===== src/rtl/seg_scan_mux3_if.sv =====
// seg_scan_mux3_if: bus bundle between a pattern source and the seg_scan_mux3 display scanner.
//
// Signals:
//   load        1      single-cycle strobe capturing seg0_in..seg2_in into the pending buffer
//   seg0_in     [0:6]  digit 0 pattern, abcdefg with bit 0 = a, active-low segments
//   seg1_in     [0:6]  digit 1 pattern
//   seg2_in     [0:6]  digit 2 pattern
//   blank       1      level, forces the segments off while high (scan keeps running)
//   blink       1      (only with SEG_SCAN_BLINK_EN) enables frame-rate blinking
//   seg_out     [0:6]  registered shared segment bus, active-low
//   an_n        [2:0]  registered digit enables, active-low, one-hot-low
//   frame_done  1      one-cycle pulse at each frame boundary
//
// Modports: master drives the patterns/controls, slave is the scanner.
// Optional feature macro: SEG_SCAN_BLINK_EN.

interface seg_scan_mux3_if;
    logic       load;
    logic [0:6] seg0_in;
    logic [0:6] seg1_in;
    logic [0:6] seg2_in;
    logic       blank;
`ifdef SEG_SCAN_BLINK_EN
    logic       blink;
`endif
    logic [0:6] seg_out;
    logic [2:0] an_n;
    logic       frame_done;

    modport master (
        output load, seg0_in, seg1_in, seg2_in, blank,
`ifdef SEG_SCAN_BLINK_EN
        output blink,
`endif
        input  seg_out, an_n, frame_done
    );

    modport slave (
        input  load, seg0_in, seg1_in, seg2_in, blank,
`ifdef SEG_SCAN_BLINK_EN
        input  blink,
`endif
        output seg_out, an_n, frame_done
    );
endinterface


===== src/rtl/seg_scan_mux3.sv =====
// seg_scan_mux3: time-multiplexes three active-low 7-segment patterns onto one shared segment bus
// with three active-low digit enables. Patterns are double-buffered: a load fills the pending
// buffer and the active buffer is only replaced at a frame boundary, so a digit never changes
// while it is being scanned. The first GUARD cycles of every digit slot are blanked to prevent
// ghosting between digits.
//
// Parameters:
//   DIV_COUNT     clk cycles per digit slot (2 .. 2**DIV_W-1)
//   DIV_W         prescaler width
//   GUARD         blanked cycles at the start of each slot (< DIV_COUNT)
//   BLINK_FRAMES  (only with SEG_SCAN_BLINK_EN) frames per blink phase
//
// Ports:
//   clk    system clock, rising edge
//   rst_n  asynchronous active-low reset
//   bus    seg_scan_mux3_if.slave: load, seg0_in..seg2_in, blank, [blink] in;
//          seg_out, an_n, frame_done out
//
// Optional feature macro: SEG_SCAN_BLINK_EN adds the blink input and the frame-based blink phase.

module seg_scan_mux3 #(
    parameter int unsigned DIV_COUNT    = 50000,
    parameter int unsigned DIV_W        = 16,
    parameter int unsigned GUARD        = 4
`ifdef SEG_SCAN_BLINK_EN
    ,
    parameter int unsigned BLINK_FRAMES = 32
`endif
) (
    input  logic           clk,
    input  logic           rst_n,
    seg_scan_mux3_if.slave bus
);

    localparam logic [DIV_W-1:0] DivLast  = DIV_W'(DIV_COUNT - 1);
    localparam logic [DIV_W-1:0] GuardLen = DIV_W'(GUARD);

    logic [DIV_W-1:0]  div_q, div_d;
    logic [DIV_W-1:0]  guard_q, guard_d;
    logic [1:0]        idx_q, idx_d;
    logic [2:0][0:6]   act_q, act_d;
    logic [2:0][0:6]   pend_q, pend_d;
    logic              pend_valid_q, pend_valid_d;
    logic [0:6]        seg_q, seg_d;
    logic [2:0]        an_q, an_d;
    logic              bnd_q, bnd_d;
    logic              done_q, done_d;

    logic              tick;
    logic              boundary;
    logic              guard_run;
    logic              blink_off;
    logic [0:6]        cur_pat;

    assign tick      = (div_q == DivLast);
    assign boundary  = tick && (idx_q == 2'd2);
    // guard_q saturates at GUARD, so it is below GUARD only in the first GUARD cycles of a slot
    assign guard_run = (guard_q < GuardLen);

`ifdef SEG_SCAN_BLINK_EN
    localparam int unsigned FRM_W = (BLINK_FRAMES > 1) ? $clog2(BLINK_FRAMES) : 1;
    localparam logic [FRM_W-1:0] FrmLast = FRM_W'(BLINK_FRAMES - 1);

    logic [FRM_W-1:0] frm_q, frm_d;
    logic             phase_q, phase_d;

    always_comb begin
        frm_d   = frm_q;
        phase_d = phase_q;
        if (!bus.blink) begin
            frm_d   = '0;
            phase_d = 1'b0;
        end else if (boundary) begin
            if (frm_q == FrmLast) begin
                frm_d   = '0;
                phase_d = ~phase_q;
            end else begin
                frm_d = frm_q + FRM_W'(1);
            end
        end
    end

    always_ff @(posedge clk or negedge rst_n) begin
        if (!rst_n) begin
            frm_q   <= '0;
            phase_q <= 1'b0;
        end else begin
            frm_q   <= frm_d;
            phase_q <= phase_d;
        end
    end

    assign blink_off = bus.blink && phase_q;
`else
    assign blink_off = 1'b0;
`endif

    always_comb begin
        unique case (idx_q)
            2'd0:    cur_pat = act_q[0];
            2'd1:    cur_pat = act_q[1];
            2'd2:    cur_pat = act_q[2];
            default: cur_pat = '1;
        endcase
    end

    always_comb begin
        div_d        = tick ? '0 : div_q + DIV_W'(1);
        idx_d        = idx_q;
        guard_d      = guard_q;
        act_d        = act_q;
        pend_d       = pend_q;
        pend_valid_d = pend_valid_q;

        if (tick) begin
            idx_d   = (idx_q == 2'd2) ? 2'd0 : idx_q + 2'd1;
            guard_d = '0;
        end else if (guard_run) begin
            guard_d = guard_q + DIV_W'(1);
        end

        // Boundary first: a same-cycle load must land in pending, not in active
        if (boundary) begin
            if (pend_valid_q) begin
                act_d = pend_q;
            end
            pend_valid_d = 1'b0;
        end
        if (bus.load) begin
            pend_d       = {bus.seg2_in, bus.seg1_in, bus.seg0_in};
            pend_valid_d = 1'b1;
        end

        unique case (idx_q)
            2'd0:    an_d = 3'b110;
            2'd1:    an_d = 3'b101;
            2'd2:    an_d = 3'b011;
            default: an_d = 3'b111;
        endcase

        seg_d  = (bus.blank || guard_run || blink_off) ? '1 : cur_pat;
        bnd_d  = boundary;
        // Delayed one more cycle so the pulse lines up with the first registered digit-0 output
        done_d = bnd_q;
    end

    always_ff @(posedge clk or negedge rst_n) begin
        if (!rst_n) begin
            div_q        <= '0;
            guard_q      <= '0;
            idx_q        <= 2'd0;
            act_q        <= '1;
            pend_q       <= '1;
            pend_valid_q <= 1'b0;
            seg_q        <= '1;
            an_q         <= 3'b111;
            bnd_q        <= 1'b0;
            done_q       <= 1'b0;
        end else begin
            div_q        <= div_d;
            guard_q      <= guard_d;
            idx_q        <= idx_d;
            act_q        <= act_d;
            pend_q       <= pend_d;
            pend_valid_q <= pend_valid_d;
            seg_q        <= seg_d;
            an_q         <= an_d;
            bnd_q        <= bnd_d;
            done_q       <= done_d;
        end
    end

    assign bus.seg_out    = seg_q;
    assign bus.an_n       = an_q;
    assign bus.frame_done = done_q;

endmodule


===== src/flat_wrapper.sv =====
// flat-port wrapper written by rule: the top's interface ports become plain ports
module seg_scan_mux3_flat 
#(
    parameter int unsigned DIV_COUNT    = 50000,
    parameter int unsigned DIV_W        = 16,
    parameter int unsigned GUARD        = 4

)
  (clk, rst_n, bus_load, bus_seg0_in, bus_seg1_in, bus_seg2_in, bus_blank, bus_seg_out, bus_an_n, bus_frame_done);
  seg_scan_mux3_if bus_i ();
  input  logic clk;
  input  logic rst_n;
  input wire logic [$bits(bus_i.load)-1:0] bus_load;
  input wire logic [$bits(bus_i.seg0_in)-1:0] bus_seg0_in;
  input wire logic [$bits(bus_i.seg1_in)-1:0] bus_seg1_in;
  input wire logic [$bits(bus_i.seg2_in)-1:0] bus_seg2_in;
  input wire logic [$bits(bus_i.blank)-1:0] bus_blank;
  output wire logic [$bits(bus_i.seg_out)-1:0] bus_seg_out;
  output wire logic [$bits(bus_i.an_n)-1:0] bus_an_n;
  output wire logic [$bits(bus_i.frame_done)-1:0] bus_frame_done;
  assign bus_i.load = bus_load;
  assign bus_i.seg0_in = bus_seg0_in;
  assign bus_i.seg1_in = bus_seg1_in;
  assign bus_i.seg2_in = bus_seg2_in;
  assign bus_i.blank = bus_blank;
  assign bus_seg_out = bus_i.seg_out;
  assign bus_an_n = bus_i.an_n;
  assign bus_frame_done = bus_i.frame_done;
  seg_scan_mux3 #(.DIV_COUNT(DIV_COUNT), .DIV_W(DIV_W), .GUARD(GUARD)) u_core (.clk(clk), .rst_n(rst_n), .bus(bus_i));
endmodule

===== config.mk =====
export PLATFORM = sky130hd
export DESIGN_NAME = seg_scan_mux3_flat
export DESIGN_NICKNAME = d
export VERILOG_FILES = /design/src/rtl/seg_scan_mux3_if.sv /design/src/rtl/seg_scan_mux3.sv /design/src/flat_wrapper.sv
export SDC_FILE = /design/constraint.sdc
export NUM_CORES = 1
export LEC_CHECK = 0
export CAP_MARGIN = 25
export CORE_AREA = 5 5 103 105
export CTS_CLUSTER_DIAMETER = 150
export DETAILED_ROUTE_END_ITERATION = 8
export DIE_AREA = 0 0 108 110
export PLACE_DENSITY = 0.69
export SLEW_MARGIN = 20
export SYNTH_ARGS = -nofsm -noshare
export SYNTH_HDL_FRONTEND = slang
export SYNTH_SLANG_ARGS = --single-unit

===== constraint.sdc =====
create_clock -name clk -period 6.1 [get_ports clk]
set_input_delay 1.525 -clock clk [delete_from_list [all_inputs] [get_ports clk]]
set_output_delay 1.525 -clock clk [all_outputs]
set_load 0.02 [all_outputs]

==> implementation parameters, run 1 <==
Parameter                              Value

Run status
  Outcome    finished, final reports clean

Global routing
  Pin count of the biggest net entering global routing    47
  Leftover overflow at the end of global routing    0
  Number of antenna violations at the first check in global routing    0
  Number of global-route vias before repair    2,094
  Wire length of the first global-routing pass    10,100 µm
  Total global routing track utilization    10.8%

Clock tree
  Clock transition at the register clock pins on the worst setup and hold paths after CTS    0.08 ns
  Clock root buffer    sky130_fd_sc_hd__clkbuf_8
  Sinks on the clock net    89
  CTS tree    built
  H-Tree Depth    3
  Number of buffers inserted for hold repair after clock tree synthesis    0
  Clock latency reported for the late side of the worst-skew pair    0.35 ns
  Quantity of gates resized following cts    0
  Number of clock buffers inserted by TritonCTS    9
  Maximum count of clock buffers along a single path    2
  Post CTS Setup Buffer Count    0

STA
  Final hold violation count    0
  Setup TNS    0 ns
  Maximum clock skew at final layout    0.0122 ns
  Minimum clock period after layout    3.07 ns
  Unrepaired setup endpoints after global routing    false
  Part of the cycle the worst path needs    50.3%
  Worst hold slack after final layout    0.356 ns
  Achievable clock frequency    326 MHz
  Number of slew-limit violations in the final report    0
  Slew of the pin with the lowest slew margin    0.959 ns
  Rel. slew slack    35.9%
  Setup-violating endpoint count in the final report    0

Placed design
  Area of placed instances    4170 µm²
  Placer congestion estimate    0.706
  Count of input and output buffers    35
  HPWL after detailed placement    4130 µm

Route
  Routed vias/inst    4.62
  Remaining number of nets flagged by the antenna check after routing    0
  DR pass1 iterations    4
  Number of DRC markers after the initial detailed-route iteration    47
  Routed vias    2,016
  Aggregate routed wire length    6000 µm
  Detailed-route wire length per cell    13.8 µm
  DRC Markers    0

Synth
  Flop and latch count out of synthesis    89
  Count of warnings emitted by yosys    0
  Total standard cell area after synthesis    3700 µm²
  Share of synthesized flip-flops with an asynchronous set or reset    100%
  Synth top area share    36.9%
  Area leader, netlist    sky130_fd_sc_hd__dfstp_2
  Top cells by area, synth    sky130_fd_sc_hd__dfstp_2 (37%), sky130_fd_sc_hd__dfrtp_1 (25%), sky130_fd_sc_hd__mux2_4 (8.1%), sky130_fd_sc_hd__mux2_2 (7.9%), sky130_fd_sc_hd__and2_1 (2.4%)
  Post-synthesis instance total    261
  Netlist cell types    36
  Number of nets produced by synthesis    288
  Sequential fraction of the synthesis area    61.9%
  Number of synthesized flops with an enable pin    0
  Top_reg_cell synth    sky130_fd_sc_hd__dfstp_2
  Dominant cell by count in the synthesized netlist    sky130_fd_sc_hd__dfstp_2
  Mean Syn Cell Area    14.2 µm²
  Commonest cells post-synth    sky130_fd_sc_hd__dfstp_2 (52), sky130_fd_sc_hd__dfrtp_1 (37), sky130_fd_sc_hd__mux2_2 (26), sky130_fd_sc_hd__mux2_4 (20)

Layout
  P&R area growth vs syn    18.1%
  Number of filler instances in the final layout    888
  Share of post-route cells with drive strength above 1    40.3%
  Post-layout instance area    4370 µm²
  Antenna Diode Count    0
  NumNets Final    325

Setup path
  Crit start category    register
  R2R Path Start    u_core.div_q[7]
  Worst Setup Path Type    reg2reg
  Worst reg2reg path depth    4
  Worst Path Max Fanout    21
  Endpoint kind of the worst setup timing path    register
  Slack of the worst reg-to-reg path    3.03 ns
  WP data arrival    3.35 ns
  Worst EP required    6.37 ns
  RR Endpoint    u_core.act_q[13]

Die
  Placeable core region    9550 µm²
  Die width    108 µm
  Die outline height    110 µm
  Die outline area    11,900 µm²
  Placement row count    36
  Starting Density    38.8%
  I/O pin total    36

Power and ir drop
  Total leakage power    1.84 nW
  Final Power    1.07 mW
  Power density over cell area    246 nW/µm²
  Worst supply voltage drop on vdd    0.000113 V

Worst hold path
  Worst hold path stage count    0
  Origin of the worst min-delay path    u_core.bnd_q
  Min-delay worst type    reg2reg
  Worst hold path endpoint    u_core.bus.frame_done

Flow run
  Max Cap Violations    0
[how the worst max path moves through the flow]
stage / slack (ns) / from / end / cells past startpoint
6_report: 3.03 / u_core.div_q[7] / u_core.act_q[13] / 4
5_1_grt: 2.81 / u_core.div_q[7] / u_core.act_q[13] / 4
4_1_cts: 2.95 / u_core.div_q[7] / u_core.act_q[13] / 4
3_5_place_dp: 2.91 / bus_load / u_core.pend_q[4] / 2
3_3_place_gp: 2.94 / bus_load / u_core.pend_q[5] / 2
2_1_floorplan: 3.81 / bus_load / u_core.pend_q[10] / 2
[worst max-delay path, cell delays in order (launching register included)]
cell and delay [ns]:
sky130_fd_sc_hd__dfrtp_1 0.45, sky130_fd_sc_hd__or4b_4 0.59, sky130_fd_sc_hd__nor4_4 0.65, sky130_fd_sc_hd__nand3_2 0.77
sky130_fd_sc_hd__mux2_4 0.53
[sequential cells by signal, summed over array words and instances (netlist names)]
register               count
u_core.div_q              16
u_core.bus.frame_done      1
u_core.pend_valid_q        1
u_core.pend_q             21
u_core.guard_q            16
u_core.idx_q               2
u_core.bnd_q               1
u_core.act_q              21
u_core.bus.an_n            3
u_core.bus.seg_out         7
[layout make-up]
| type | count | area (µm²) | share of cell area, % |
|---|---|---|---|
| sequential | 89 | 2290 | 52.4 |
| multi-input combinational | 157 | 1330 | 30.4 |
| timing repair buffer | 37 | 373 | 8.52 |
| tap | 133 | 166 | 3.80 |
| clock buffer | 11 | 153 | 3.49 |
| clock inverter | 5 | 43.8 | 1.00 |
| inverter | 4 | 15.0 | 0.343 |
[cells by family (layout without fill, tap and decap cells)]
group | count (synthesis) | count (layout) | share of synthesized area (%)
xor gates and xnor gates | 12 | 12 | 2.84
buffers and inverters | 15 | 57 | 2.16
AOI/OAI and AO/OA | 13 | 13 | 2.16
and+or+nand+nor | 76 | 76 | 12.1
DFF | 89 | 89 | 61.9
muxes | 54 | 54 | 18.2
adders and majority gates | 2 | 2 | 0.676
[power by group]
| part | internal (mW) | switching [mW] |
|---|---|---|
| sequential | 0.619 | 0.00778 |
| clock | 0.179 | 0.212 |
| combinational | 0.0323 | 0.0242 |
[per-layer routing]
layer	GRT usage, %	part of all wire [%]	vias to the layer above
li1	-	-	983
met2	17.4	49	29
met3	2.80	2.7	5
met1	14.0	47	999
met5	0	0	-
met4	4.33	1.2	0
[metrics by stage]
step,cells,utilization [%],setup WS [ns]
after floorplan,261,-,3.81
after global placement,418,43.5,2.94
after detailed placement,419,43.7,2.91
after CTS,435,45.8,2.95
after global routing,436,45.8,2.81
final,436,45.8,3.03
[placed cells by master (no fill, tap or decap), types with 3 or more instances in the layout]
cell type                          n
sky130_fd_sc_hd__xor2_1            6
sky130_fd_sc_hd__nand4_1           4
sky130_fd_sc_hd__inv_1             4
sky130_fd_sc_hd__and2_1           14
sky130_fd_sc_hd__o21ai_0           3
sky130_fd_sc_hd__mux2_4           20
sky130_fd_sc_hd__nor2_1           14
sky130_fd_sc_hd__xnor2_1           6
sky130_fd_sc_hd__nand2_1          12
sky130_fd_sc_hd__mux2_2           26
sky130_fd_sc_hd__clkdlybuf4s50_1  34
sky130_fd_sc_hd__clkbuf_8          9
sky130_fd_sc_hd__nor4_1            4
sky130_fd_sc_hd__nand3_1           9
sky130_fd_sc_hd__dfrtp_1          37
sky130_fd_sc_hd__o211ai_1          3
sky130_fd_sc_hd__dfstp_2          52
sky130_fd_sc_hd__or4_1             4
sky130_fd_sc_hd__mux2i_1           8
No activity file was read; power rests on OpenSTA's default activity.
==> inputs of run 2 (changes only) <==
--- a/config.mk
+++ b/config.mk
@@ -10,7 +10,7 @@
 export CTS_CLUSTER_DIAMETER = 150
 export DETAILED_ROUTE_END_ITERATION = 8
 export DIE_AREA = 0 0 108 110
-export PLACE_DENSITY = 0.69
+export PLACE_DENSITY = 0.71
 export SLEW_MARGIN = 20
 export SYNTH_ARGS = -nofsm -noshare
 export SYNTH_HDL_FRONTEND = slang
==> constraint.sdc (replaced) <==
create_clock -name clk -period 2.66 [get_ports clk]
set_input_delay 0.665 -clock clk [delete_from_list [all_inputs] [get_ports clk]]
set_output_delay 0.665 -clock clk [all_outputs]
set_load 0.02 [all_outputs]
==> run 2 against run 1 <==
  * Die area did not move
  * Worst setup slack lost 2.6 ns
  * Clock skew about the same
  * Critical endpoint is now u_core.pend_valid_q
  * Flip-flop and latch count unchanged
  * Final cell count grew 1.4%
==> implementation parameters, run 2 (synthesized netlist as in run 1, its figures left out) <==
Parameter                              Value

STA
  Achievable clock frequency    449 MHz (+38%)
  Smallest setup slack after layout    0.435 ns (-2.59 ns)
  Rel. slew slack    60.2% (+24 points)
  Slew of the pin with the lowest slew margin    0.597 ns (-0.362 ns)
  Minimum clock period after layout    2.23 ns (-0.845 ns)
  Setup-violating endpoint count in the final report    0 (unchanged)
  Setup TNS    0 ns (unchanged)
  Unrepaired setup endpoints after global routing    false
  Part of the cycle the worst path needs    83.6% (+33 points)
  Maximum clock skew at final layout    0.0122 ns (-0.0000348 ns)
  Final hold violation count    0 (unchanged)
  Number of slew-limit violations in the final report    0 (unchanged)

Clock tree
  Number of clock buffers inserted by TritonCTS    9 (unchanged)
  Sinks on the clock net    89 (unchanged)
  CTS tree    built
  Number of buffers inserted for hold repair after clock tree synthesis    0 (unchanged)
  Quantity of gates resized following cts    0 (unchanged)
  Clock root buffer    sky130_fd_sc_hd__clkbuf_8
  Clock transition at the register clock pins on the worst setup and hold paths after CTS    0.09 ns (about the same)
  Post CTS Setup Buffer Count    0 (unchanged)
  H-Tree Depth    3 (unchanged)
  Maximum count of clock buffers along a single path    2 (unchanged)
  Clock latency reported for the late side of the worst-skew pair    0.35 ns (about the same)

Setup path
  Worst Setup Path Type    reg2reg
  WP data arrival    2.47 ns (-0.88 ns)
  RR Endpoint    u_core.pend_valid_q
  Worst Path Max Fanout    18 (-14%)
  Worst reg2reg path depth    4 (unchanged)
  R2R Path Start    u_core.div_q[7]
  Endpoint kind of the worst setup timing path    register
  Slack of the worst reg-to-reg path    0.43 ns (-2.59 ns)
  Crit start category    register
  Worst EP required    2.90 ns (-3.47 ns)

Layout
  Commonest cells after routing, fill and taps aside    sky130_fd_sc_hd__dfstp_2 (52), sky130_fd_sc_hd__dfrtp_1 (37), sky130_fd_sc_hd__clkdlybuf4s50_1 (34)
  NumNets Final    331 (+1.8%)
  Register Area    2290 µm² (unchanged)
  Antenna Diode Count    0 (unchanged)
  Post-layout instance area    4440 µm² (+1.6%)
  Most common cell after layout, fill and taps aside    sky130_fd_sc_hd__dfstp_2
  Largest registers ranked by flip-flop count    u_core.act_q (21), u_core.pend_q (21)
  Number of filler instances in the final layout    864 (-2.7%)
  Share of post-route cells with drive strength above 1    41.7% (+1.5 points)
  Final core utilization    46.5% (+0.72 points)
  Total area of multi-input combinational cells    1330 µm² (unchanged)
  P&R area growth vs syn    20.0%

Global routing
  Pin count of the biggest net entering global routing    50 (+6.4%)
  Met2 usage    19.4% (+2.0 points)
  Most Used Layer, Global Route    met2
  Number of global-route vias before repair    2,289 (+9.3%)
  GR Util met3    3.55% (+0.76 points)
  Leftover overflow at the end of global routing    0 (unchanged)
  Total global routing track utilization    11.9% (+1.1 points)
  Global-route met1 utilization    15.8% (+1.8 points)
  Number of antenna violations at the first check in global routing    0 (unchanged)
  Wire length of the first global-routing pass    11,100 µm (+10%)

Placed design
  Count of input and output buffers    35 (unchanged)
  HPWL after detailed placement    4350 µm (+5.4%)
  Worst setup timing slack at the placement stage    0.438 ns (-2.47 ns)
  Placer congestion estimate    0.739 (+4.6%)
  Area of placed instances    4210 µm² (+0.96%)

Power and ir drop
  Total leakage power    1.89 nW (+2.7%)
  Power density over cell area    579 nW/µm² (+140%)
  Worst supply voltage drop on vdd    0.000305 V (+170%)
  Final Power    2.57 mW (+140%)

Die
  Die width    108 µm (unchanged)
  Starting Density    38.8% (unchanged)
  I/O pin total    36 (unchanged)
  Placeable core region    9550 µm² (unchanged)
  Die outline height    110 µm (unchanged)
  Placement row count    36 (unchanged)
  Die outline area    11,900 µm² (unchanged)

Run status
  Outcome    finished, final reports clean

Flow run
  Max Cap Violations    0 (unchanged)

Worst hold path
  Min-delay worst type    in2async

Route
  DR pass1 iterations    4 (unchanged)
  Aggregate routed wire length    6290 µm (+4.9%)
  Routed vias    2,067 (+2.5%)
  DRC Markers    0 (unchanged)
  Routed vias/inst    4.68 (+1.1%)
  Number of DRC markers after the initial detailed-route iteration    40 (-15%)
  Remaining number of nets flagged by the antenna check after routing    0 (unchanged)
  Detailed-route wire length per cell    14.2 µm (+3.4%)
[run 2: layer usage]
layer,part of all wire [%],vias to the layer above,routed length (µm)
met4,0.86,0,54
met2,49,31,3080
met5,0,-,0
met3,3.3,4,209
li1,-,996,-
met1,47,1036,2940
[run 2: worst max-delay path by stage]
stage                          start                   to  slack [ns]  depth (start not counted)
global route        u_core.div_q[12]  u_core.pend_valid_q        0.28                          4
global placement     u_core.div_q[7]  u_core.pend_valid_q        0.47                          4
CTS                  u_core.div_q[7]  u_core.pend_valid_q        0.42                          4
finish               u_core.div_q[7]  u_core.pend_valid_q        0.43                          4
detailed placement   u_core.div_q[7]  u_core.pend_valid_q        0.44                          4
floorplan            u_core.div_q[7]      u_core.div_q[9]        0.63                          6
[run 2: through the flow]
stage                     hold slack, ns  cells
after global placement             0.337    426
after detailed placement           0.366    426
after floorplan                    0.331    261
after CTS                          0.325    442
after global routing               0.359    442
final                              0.328    442
[run 2: critical path: stages (launching register included)]
cell,delay (ns)
sky130_fd_sc_hd__dfrtp_1,0.45
sky130_fd_sc_hd__or4b_4,0.59
sky130_fd_sc_hd__or4_1,0.76
sky130_fd_sc_hd__o21ai_0,0.25
sky130_fd_sc_hd__nand2b_1,0.07
[run 2: final cells by class]
type / instances / share of cell area [%]
Clock buffer: 11 / 3.66
Clock inverter: 5 / 1.52
Inverter: 4 / 0.338
Multi-Input combinational cell: 157 / 30.0
Sequential cell: 89 / 51.6
Tap cell: 133 / 3.75
Timing Repair Buffer: 43 / 9.18
[run 2: where the power goes]
part,internal (mW),switching [mW],total [mW]
clock network,0.530,0.472,1.00
logic,0.0750,0.0583,0.133
registers,1.42,0.0176,1.44
==> inputs of run 3 (changes only) <==
--- a/config.mk
+++ b/config.mk
@@ -10,7 +10,7 @@
 export CTS_CLUSTER_DIAMETER = 150
 export DETAILED_ROUTE_END_ITERATION = 8
 export DIE_AREA = 0 0 108 110
-export PLACE_DENSITY = 0.71
+export PLACE_DENSITY = 0.69
 export SLEW_MARGIN = 20
 export SYNTH_ARGS = -nofsm -noshare
 export SYNTH_HDL_FRONTEND = slang
==> constraint.sdc (replaced) <==
create_clock -name clk -period 2.1 [get_ports clk]
set_input_delay 0.525 -clock clk [delete_from_list [all_inputs] [get_ports clk]]
set_output_delay 0.525 -clock clk [all_outputs]
set_load 0.02 [all_outputs]
==> run 3 against run 2 <==
  * Worst setup slack worse by 0.34 ns
  * Final cell count is 2.5% higher
  * Clock skew is 0.0026 ns lower
  * Die area stayed put
  * Combinational power is 30% higher
  * Critical path depth is 3 lower
  * Critical endpoint is now bus_seg_out[6]
  * Register-to-register slack worse by 0.32 ns
  * Wire length is 2.4% higher
  * Final area is 1.9% higher
  * Critical path type is now reg2out
  * Count of clock-buffer cells in the layout is 2 lower
  * Sequential power is 26% higher
  * Clock power is 14% higher
==> implementation parameters, run 3 (synthesized netlist as in run 1, its figures left out) <==
Parameter                              Value

Run status
  Outcome    finished, final reports clean

STA
  Final hold violation count    0 (unchanged)
  Maximum clock skew at final layout    0.00960 ns (-0.00257 ns)
  Setup TNS    0 ns (unchanged)
  Rel. slew slack    71.5% (+11 points)
  Setup-violating endpoint count in the final report    0 (unchanged)
  Part of the cycle the worst path needs    95.6%
  Minimum clock period after layout    2.01 ns
  Slew of the pin with the lowest slew margin    0.428 ns (-0.169 ns)
  Number of slew-limit violations in the final report    0 (unchanged)
  Achievable clock frequency    498 MHz
  Unrepaired setup endpoints after global routing    false

Global routing
  Number of global-route vias before repair    2,266 (-1.0%)
  Number of antenna violations at the first check in global routing    0 (unchanged)
  Leftover overflow at the end of global routing    0 (unchanged)
  Wire length of the first global-routing pass    10,900 µm (-2.0%)
  Total global routing track utilization    11.9% (+0.044 points)
  Pin count of the biggest net entering global routing    39 (-22%)

Route
  Routed vias    2,157 (+4.4%)
  Number of DRC markers after the initial detailed-route iteration    72 (+80%)
  Remaining number of nets flagged by the antenna check after routing    0 (unchanged)
  Routed vias/inst    4.76 (+1.8%)
  DR pass1 iterations    4 (unchanged)
  DRC Markers    0 (unchanged)
  Aggregate routed wire length    6440 µm (+2.4%)
  Detailed-route wire length per cell    14.2 µm (-0.13%)

Die
  I/O pin total    36 (unchanged)
  Placeable core region    9550 µm² (unchanged)
  Die outline area    11,900 µm² (unchanged)
  Placement row count    36 (unchanged)
  Die outline height    110 µm (unchanged)
  Die width    108 µm (unchanged)
  Starting Density    38.8% (unchanged)

Setup path
  WP data arrival    1.48 ns (-0.99 ns)
  R2R Path Start    u_core.div_q[12]
  Worst EP required    1.57 ns (-1.33 ns)
  Slack of the worst reg-to-reg path    0.11 ns (-0.32 ns)
  Worst Setup Path Type    reg2out
  Endpoint kind of the worst setup timing path    primary output
  CP peak stage delay    0.59 ns (-0.17 ns)
  Worst reg2reg path depth    4 (unchanged)
  Number of buffers and inverters on the critical path    1 (+1)
  Crit start category    register
  RR Endpoint    u_core.guard_q[5]
  Cell family with most CP delay    buffers and inverters
  Critical-path top delay cell    sky130_fd_sc_hd__clkdlybuf4s50_1
  Worst Path Max Fanout    1 (-17)
  CP Cell Sequence    clkdlybuf4s50_1

Clock tree
  Clock transition at the register clock pins on the worst setup and hold paths after CTS    0.09 ns (about the same)
  Quantity of gates resized following cts    0 (unchanged)
  Post CTS Setup Buffer Count    0 (unchanged)
  Clock latency reported for the late side of the worst-skew pair    0.36 ns (about the same)
  H-Tree Depth    3 (unchanged)
  Number of buffers inserted for hold repair after clock tree synthesis    0 (unchanged)
  CTS tree    built
  Number of clock buffers inserted by TritonCTS    9 (unchanged)
  Sinks on the clock net    89 (unchanged)
  Maximum count of clock buffers along a single path    2 (unchanged)
  Clock root buffer    sky130_fd_sc_hd__clkbuf_8

Worst hold path
  Min-delay worst type    in2async

Power and ir drop
  Power density over cell area    693 nW/µm² (+20%)
  Worst supply voltage drop on vdd    0.000353 V (+16%)
  Total leakage power    1.94 nW (+2.2%)

Layout
  Commonest cells after routing, fill and taps aside    sky130_fd_sc_hd__dfstp_2 (52), sky130_fd_sc_hd__dfrtp_1 (37), sky130_fd_sc_hd__clkdlybuf4s50_1 (34)
  P&R area growth vs syn    22.3%
  Largest registers ranked by flip-flop count    u_core.act_q (21), u_core.pend_q (21)
  Most common cell after layout, fill and taps aside    sky130_fd_sc_hd__dfstp_2
  Final core utilization    47.4% (+0.90 points)
  NumNets Final    342 (+3.3%)
  Antenna Diode Count    0 (unchanged)
  Share of post-route cells with drive strength above 1    43.4% (+1.7 points)

Flow run
  Max Cap Violations    0 (unchanged)

Placed design
  HPWL after detailed placement    4580 µm (+5.1%)
  Placer congestion estimate    0.819 (+11%)
  Count of input and output buffers    35 (unchanged)
run 3: cell types whose count changed in the layout (fill, tap and decap cells not counted), moves of 2 or more:
cell                         change
sky130_fd_sc_hd__clkinvlp_4      +3
sky130_fd_sc_hd__clkinv_1        +2
sky130_fd_sc_hd__buf_12          +3
sky130_fd_sc_hd__buf_4           +8
sky130_fd_sc_hd__clkinv_4        -2
run 3: per-stage QoR:
step	setup slack, ns	instance area, µm²	total power, mW	instances	hold WS, ns
6_report	0.0919	4530	3.14	453	0.109
5_1_grt	0.0364	4530	3.27	453	0.122
4_1_cts	0.0214	4530	3.18	453	0.113
3_5_place_dp	0.0357	4330	2.03	437	0.343
3_3_place_gp	0.0955	4330	2.02	437	0.332
2_1_floorplan	0.0679	3700	1.91	261	0.229
run 3: power breakdown:
group | internal (mW) | leakage [nW] | total, mW | switching, mW
Sequential | 1.80 | 1.03 | 1.82 | 0.0235
Combinational | 0.0990 | 0.815 | 0.173 | 0.0739
Clock | 0.545 | 0.0869 | 1.14 | 0.599
Total | 2.44 | 1.94 | 3.14 | 0.696
run 3: worst max-delay path by stage:
stage | start | to | cells after the start
2_1_floorplan | u_core.div_q[7] | u_core.div_q[9] | 6
3_3_place_gp | u_core.div_q[7] | u_core.div_q[9] | 5
3_5_place_dp | u_core.div_q[7] | u_core.guard_q[5] | 4
4_1_cts | u_core.div_q[12] | u_core.guard_q[5] | 4
5_1_grt | u_core.div_q[12] | u_core.act_q[13] | 5
6_report | u_core.bus.seg_out[0] | bus_seg_out[6] | 1
run 3: layer usage:
| layer | up-vias | track usage (%) | routed length (µm) |
|---|---|---|---|
| li1 | 1022 | - | - |
| met1 | 1094 | 15.3 | 2960 |
| met2 | 32 | 19.1 | 3170 |
| met3 | 9 | 3.55 | 211 |
| met4 | 0 | 4.51 | 95 |
| met5 | - | 0 | 0 |
run 3: cell type report:
| type | count | area (µm²) |
|---|---|---|
| Multi-Input combinational cell | 157 | 1340 |
| Inverter | 4 | 15.0 |
| Sequential cell | 89 | 2290 |
| Timing Repair Buffer | 54 | 528 |
| Tap cell | 133 | 166 |
| Clock buffer | 9 | 124 |
| Clock inverter | 7 | 68.8 |
| Fill cell | 875 | 5020 |
